[src/rtl/cart_pkg.sv]
// cart_pkg: cartridge header offsets, loader FSM states and mask decoders
package cart_pkg;
  localparam int HDR_LOGO   = 'h104;
  localparam int HDR_SUM_LO = 'h134;
  localparam int HDR_CGB    = 'h143;
  localparam int HDR_SGB    = 'h146;
  localparam int HDR_TYPE   = 'h147;
  localparam int HDR_ROMSZ  = 'h148;
  localparam int HDR_RAMSZ  = 'h149;
  localparam int HDR_SGBID  = 'h14B;
  localparam int HDR_SUM_HI = 'h14C;
  localparam int HDR_CHK    = 'h14D;
  localparam int LOGO_LEN   = 16;
  typedef enum logic [1:0] {IDLE, LOAD, DONE} ld_state_t;
  function automatic logic [31:0] rom_mask_f(input logic [7:0] s, input int w);
    logic [31:0] raw;
    raw = (s > 8'd8) ? 32'h7f : (32'd1 << (s + 8'd1)) - 32'd1;
    return raw & ((32'd1 << w) - 32'd1);
  endfunction
  function automatic logic [3:0] ram_mask_f(input logic [7:0] s);
    return (s < 8'd3) ? 4'h0 : (s == 8'd3) ? 4'h3 : 4'hf;
  endfunction
endpackage

[src/rtl/cart_hdr_checksum.sv]
// cart_hdr_checksum: byte-serial header checksum over all byte lanes of a beat
module cart_hdr_checksum
  import cart_pkg::*;
#(
  parameter int DW = 16,
  parameter int AW = 25
) (
  input  logic          clk_sys,
  input  logic          reset,
  input  logic          clr,
  input  logic          wr,
  input  logic [AW-1:0] addr,
  input  logic [DW-1:0] data,
  output logic          done,
  output logic          ok
);
  localparam int B = DW / 8;
  logic [7:0] acc, acc_n, cmp;
  logic [AW-1:0] ba;
  logic hit;
  // lanes walk in address order so the checksum byte sees any subtraction earlier in the same beat
  always_comb begin
    acc_n = acc;
    hit = 1'b0;
    cmp = 8'h00;
    ba = '0;
    for (int i = 0; i < B; i++) begin
      ba = addr + AW'(i);
      if (wr && ba >= AW'(HDR_SUM_LO) && ba <= AW'(HDR_SUM_HI)) acc_n = acc_n - data[8*i +: 8] - 8'd1;
      if (wr && ba == AW'(HDR_CHK)) begin
        hit = 1'b1;
        cmp = data[8*i +: 8];
      end
    end
  end
  // accumulator and verdict registers, cleared at the start of every download
  always_ff @(posedge clk_sys)
    if (reset || clr) begin
      acc <= 8'h00;
      done <= 1'b0;
      ok <= 1'b0;
    end else if (wr) begin
      acc <= acc_n;
      if (hit) begin
        done <= 1'b1;
        ok <= cmp == acc_n;
      end
    end
endmodule

[src/rtl/cart_header_loader.sv]
// cart_header_loader: snoops the ROM download, latches header fields and paces SDRAM writes
module cart_header_loader
  import cart_pkg::*;
#(
  parameter int DW         = 16,
  parameter int AW         = 25,
  parameter int PROBES     = 4,
  parameter int PROBE_SH   = 18,
  parameter int ROM_MASK_W = 9
) (
  input  logic                  clk_sys,
  input  logic                  reset,
  input  logic                  ce_cpu,
  input  logic                  ce_cpu2x,
  input  logic                  speed,
  input  logic                  cart_download,
  input  logic                  ioctl_wr,
  input  logic [AW-1:0]         ioctl_addr,
  input  logic [DW-1:0]         ioctl_dout,
  output logic                  ioctl_wait,
  output logic                  dn_write,
  output logic                  cart_ready,
  output logic [7:0]            mbc_type,
  output logic [7:0]            rom_size,
  output logic [7:0]            ram_size,
  output logic                  is_gbc,
  output logic                  is_sgb,
  output logic [ROM_MASK_W-1:0] rom_mask,
  output logic [3:0]            ram_mask,
  output logic [PROBES-1:0]     probe_match,
  output logic                  multicart,
  output logic                  hdr_done,
  output logic                  hdr_chk_ok
);
  localparam int B = DW / 8;
  ld_state_t state, state_n;
  logic dl_q, rise, start, take, tick;
  logic [7:0] cgb, sgb, sgb_id;
  logic [7:0] logo [PROBES+1][LOGO_LEN];
  logic [LOGO_LEN-1:0] seen [PROBES+1];
  assign rise = cart_download & ~dl_q;
  assign start = rise & (state != LOAD);
  assign take = ioctl_wr & (state == LOAD);
  assign tick = speed ? ce_cpu2x : ce_cpu;
  assign is_gbc = (cgb == 8'h80) || (cgb == 8'hc0);
  assign is_sgb = (sgb == 8'h03) && (sgb_id == 8'h33);
  assign multicart = probe_match[0];
  // download history resets high so a download still active across reset does not count as a new one
  always_ff @(posedge clk_sys)
    if (reset) begin
      state <= IDLE;
      dl_q <= 1'b1;
    end else begin
      state <= state_n;
      dl_q <= cart_download;
    end
  // LOAD lasts while cart_download is high; only a fresh rising edge starts another parse
  always_comb begin
    state_n = (state == LOAD) ? (cart_download ? LOAD : DONE) : (rise ? LOAD : state);
  end
  // header bytes and logo banks are captured by exact byte address, lane by lane
  always_ff @(posedge clk_sys)
    if (reset || start) begin
      mbc_type <= 8'h00;
      rom_size <= 8'h00;
      ram_size <= 8'h00;
      cgb <= 8'h00;
      sgb <= 8'h00;
      sgb_id <= 8'h00;
      rom_mask <= '0;
      ram_mask <= 4'h0;
      for (int b = 0; b <= PROBES; b++) seen[b] <= '0;
    end else if (take)
      for (int i = 0; i < B; i++) begin
        if (ioctl_addr + AW'(i) == AW'(HDR_CGB)) cgb <= ioctl_dout[8*i +: 8];
        if (ioctl_addr + AW'(i) == AW'(HDR_SGB)) sgb <= ioctl_dout[8*i +: 8];
        if (ioctl_addr + AW'(i) == AW'(HDR_SGBID)) sgb_id <= ioctl_dout[8*i +: 8];
        if (ioctl_addr + AW'(i) == AW'(HDR_TYPE)) mbc_type <= ioctl_dout[8*i +: 8];
        if (ioctl_addr + AW'(i) == AW'(HDR_ROMSZ)) begin
          rom_size <= ioctl_dout[8*i +: 8];
          rom_mask <= ROM_MASK_W'(rom_mask_f(ioctl_dout[8*i +: 8], ROM_MASK_W));
        end
        if (ioctl_addr + AW'(i) == AW'(HDR_RAMSZ)) begin
          ram_size <= ioctl_dout[8*i +: 8];
          ram_mask <= ram_mask_f(ioctl_dout[8*i +: 8]);
        end
        for (int b = 0; b <= PROBES; b++)
          for (int j = 0; j < LOGO_LEN; j++)
            if (ioctl_addr + AW'(i) == AW'((b << PROBE_SH) + HDR_LOGO + j)) begin
              logo[b][j] <= ioctl_dout[8*i +: 8];
              seen[b][j] <= 1'b1;
            end
      end
  // a probe matches only when it and bank 0 are fully written and every logo byte agrees
  always_comb begin
    probe_match = '0;
    for (int k = 0; k < PROBES; k++) begin
      probe_match[k] = (&seen[k+1]) & (&seen[0]);
      for (int j = 0; j < LOGO_LEN; j++) probe_match[k] = probe_match[k] & (logo[k+1][j] == logo[0][j]);
    end
  end
  // ioctl_wr raises the stall; ticks turn it into a one-tick write pulse and then release it
  always_ff @(posedge clk_sys)
    if (reset) begin
      ioctl_wait <= 1'b0;
      dn_write <= 1'b0;
      cart_ready <= 1'b0;
    end else begin
      if (ioctl_wr) ioctl_wait <= 1'b1;
      if (tick) begin
        dn_write <= ioctl_wait & ~dn_write;
        if (dn_write) begin
          ioctl_wait <= 1'b0;
          cart_ready <= 1'b1;
        end
      end
    end
  cart_hdr_checksum #(.DW(DW), .AW(AW)) u_chk (
    .clk_sys(clk_sys),
    .reset(reset),
    .clr(start),
    .wr(take),
    .addr(ioctl_addr),
    .data(ioctl_dout),
    .done(hdr_done),
    .ok(hdr_chk_ok)
  );
endmodule
[config.mk]
export PLATFORM = sky130hd
export DESIGN_NAME = cart_header_loader
export DESIGN_NICKNAME = d
export VERILOG_FILES = /design/src/rtl/cart_pkg.sv /design/src/rtl/cart_hdr_checksum.sv /design/src/rtl/cart_header_loader.sv
export SDC_FILE = /design/constraint.sdc
export NUM_CORES = 2
export LEC_CHECK = 0
export BUFFER_PORTS_ARGS = -buffer_cell sky130_fd_sc_hd__buf_2
export CAP_MARGIN = 5
export CORE_MARGIN = 2
export CORE_UTILIZATION = 45
export DETAILED_ROUTE_END_ITERATION = 8
export SYNTH_ARGS = -nofsm -noshare
export SYNTH_HDL_FRONTEND = slang
export SYNTH_SLANG_ARGS = --single-unit
[constraint.sdc]
create_clock -name clk_sys -period 10.6 [get_ports clk_sys]
set_input_delay 1.06 -clock clk_sys [delete_from_list [all_inputs] [get_ports clk_sys]]
set_output_delay 1.06 -clock clk_sys [all_outputs]
set_load 0.02 [all_outputs]
==> metrics.cfg <==
[route]
viasPerCell=6.28
final_antenna_net_count=0
first_iter_violations=5875
vias=35000
dr.pass1.iters=6
drc=0
finalWirelength_um=182000
wl_per_cell_um=32.7

[floorplanning]
dieArea_um2=95600
io_pins=97
die_height_um=309
die_w_um=309
core_um2=91900
start_util=0.456
row_count=111

[timing]
relSlewSlack=0.141
setup_viol=0
clock_skew_ps=25.9
maxSlewViolCount=0
fmax_mhz=168
hold_violations=0
period_share=0.562
layout_min_cycle_time_ps=5950
setup_slack_ps=4650
final.setup.tns_ps=0
fin_hold_ws_ps=446
worst_pin_slew_ps=1280
grt_setup_unrepaired=no

[outcome]
status=complete, no violations

[worst_setup_path]
crit_path_end_kind=output port
r2r_start=state[1]
slowest_stage=nor4_1
worst_ep_arrival_time_ps=4890
worst-endpoint-required_ps=9540
critPathMaxFanout=4
rrSetupSlack_ps=5530
crit_chain=xnor2_1 -> nand4_1 -> nor4_1 -> nand3_1 -> nor3_1 -> nand4_1 -> nor4_1 -> buf_2
r2r_cells=7
timing.rr.end=logo[0][631]
critPathLaunchType=register
max_stage_delay_ps=950
crit_type=register to output port

[grt]
grt_antenna_before_repair=9
grt_pass1_vias=31500
track_usage=0.378
grt_pass1_wl_um=252000
grt_max_degree=67
overflow=0

[synth]
synth_most_common_cell=nand2_1
synthTopCellsByArea=edfxtp_1 (46%), o21ai_0 (7.9%), nand2_1 (7.5%)
synth_warnings=0
yosys_register_bits=794
ys_async_sr_fraction=0
yosysUniqueCellTypes=78
synth_nets=4407
netlist_area_um2=41900
postSynthAreaPerCell_um2=9.68
ys_seq_area_frac=0.532
synth-edff-count=640
ys_top_cells_by_count=nand2_1 (833), o21ai_0 (660), edfxtp_1 (640)
ys.flop_type=edfxtp_1
yosysTopAreaCellShare=0.458
synth_top_cell_by_area=edfxtp_1
netlist_instances=4332

[cts]
ctsResizeCount=0
cts-root-buf=clkbuf_16
cts_max_level=3
cts-hold-fix-buffers=0
clock-sinks=794
post-cts-setup-buffers=0
clk_latency_ps=670
cts_max_path_buffers=3
cts_tree=yes
cts_inserted_buffers=90
path_clk_slew_ps=60

[hold_path]
hp-start=rom_size[2]
whs_path_depth=2
hold_path.class=register to register
holdPathEnd=rom_size[2]

[pwr]
power.total_mw=6.85
irDropWorstVdd_uv=181
powerDensity_nw_per_um2=148
p_leak_nw=14.9

[final_layout]
instances_no_fill=5574
fin_nets=4332
final.fill_count=8490
drive_above_1_share=0.0906
multiInputGateArea_um2=18200
fin_util=0.502
area_growth_pct=10.1
final_area_um2=46200
regArea_um2=22300

[placed_design]
dpl_cell_area_um2=43300
portBuffers=96
dp.cells=5407
place_ws_ps=4470
gp_congestion=1.06
dp_hpwl_um=128000

[run]
maxCapViolCount=0

[layout make-up]
type                            instances  area share
Clock inverter                         36     0.00737
Clock buffer                          126      0.0546
Inverter                               42     0.00347
Antenna cell                            4    0.000217
Sequential cell                       794       0.483
Timing Repair Buffer                  172      0.0232
Tap cell                             1243      0.0337
Multi-Input combinational cell       3157       0.394
[state kept, by name (all words and copies together), names as in the netlist]
register    flops
state           2
dl_q            1
seen           80
dn_write        1
rom_size        8
rom_mask        9
ram_mask        2
mbc_type        8
u_chk.done      1
sgb_id          8
cgb             7
ioctl_wait      1
sgb             8
u_chk.acc       8
cart_ready      1
u_chk.ok        1
ram_size        8
logo          640
[worst max-delay path by stage]
| stage | startpoint | endpoint |
|---|---|---|
| final | logo[0][115] | probe_match[2] |
| after global routing | ioctl_addr[1] | ram_mask[2] |
| after CTS | logo[0][115] | probe_match[2] |
| after detailed placement | ioctl_addr[1] | ram_mask[2] |
| after global placement | ioctl_addr[0] | ram_mask[2] |
| after floorplan | ioctl_addr[8] | u_chk.ok |
[cell families after synthesis]
family          Yosys count  share of synthesized area
mux                     107                     0.0272
simple gates           1519                      0.162
flops                   794                      0.532
fa+ha+maj                27                    0.00841
buf+inv                 381                     0.0352
compound gates          963                      0.123
xor+xnor                541                      0.113
[report_power, final]
| part | switching (mW) | internal [mW] | total, mW |
|---|---|---|---|
| clock network | 1.35 | 1.80 | 3.15 |
| registers | 0.000848 | 3.36 | 3.36 |
| logic | 0.255 | 0.0781 | 0.333 |
[worst max-delay path: cells and delay by family (launching register included)]
family	cells	cell delay, ps
AND/OR/NAND/NOR	6	2860
XOR/XNOR	1	550
flip-flops	1	510
buffers and inverters	1	310
[placed cells by master (no fill, tap or decap), types with 12 or more instances in the layout]
cell | netlist | final
mux2i_1 | 51 | 51
dfxtp_1 | 154 | 154
edfxtp_1 | 640 | 640
inv_1 | 38 | 32
a21oi_1 | 125 | 124
buf_4 | 3 | 84
xor2_1 | 282 | 282
a21o_1 | 32 | 30
buf_2 | 27 | 88
a31oi_1 | 15 | 15
clkinv_2 | 0 | 12
mux2_2 | 55 | 55
nand3_1 | 44 | 42
nor2_1 | 260 | 260
clkbuf_16 | 0 | 94
o22ai_1 | 39 | 39
nor4_1 | 102 | 102
ha_1 | 25 | 25
nand4_1 | 134 | 134
nor3_1 | 44 | 43
xnor2_1 | 259 | 259
clkinv_1 | 3 | 16
o21ai_0 | 660 | 652
o21ai_1 | 42 | 47
clkbuf_1 | 298 | 27
or3_1 | 19 | 19
nand2_1 | 833 | 832
[metal layers]
| metal | up-vias | global-route usage | share of wire |
|---|---|---|---|
| li1 | 15200 | - | - |
| met1 | 16600 | 0.495 | 0.36 |
| met2 | 2675 | 0.554 | 0.42 |
| met3 | 550 | 0.0988 | 0.13 |
| met4 | 12 | 0.248 | 0.082 |
| met5 | - | 0 | 0.00059 |
No activity file was read; power rests on OpenSTA's default activity.
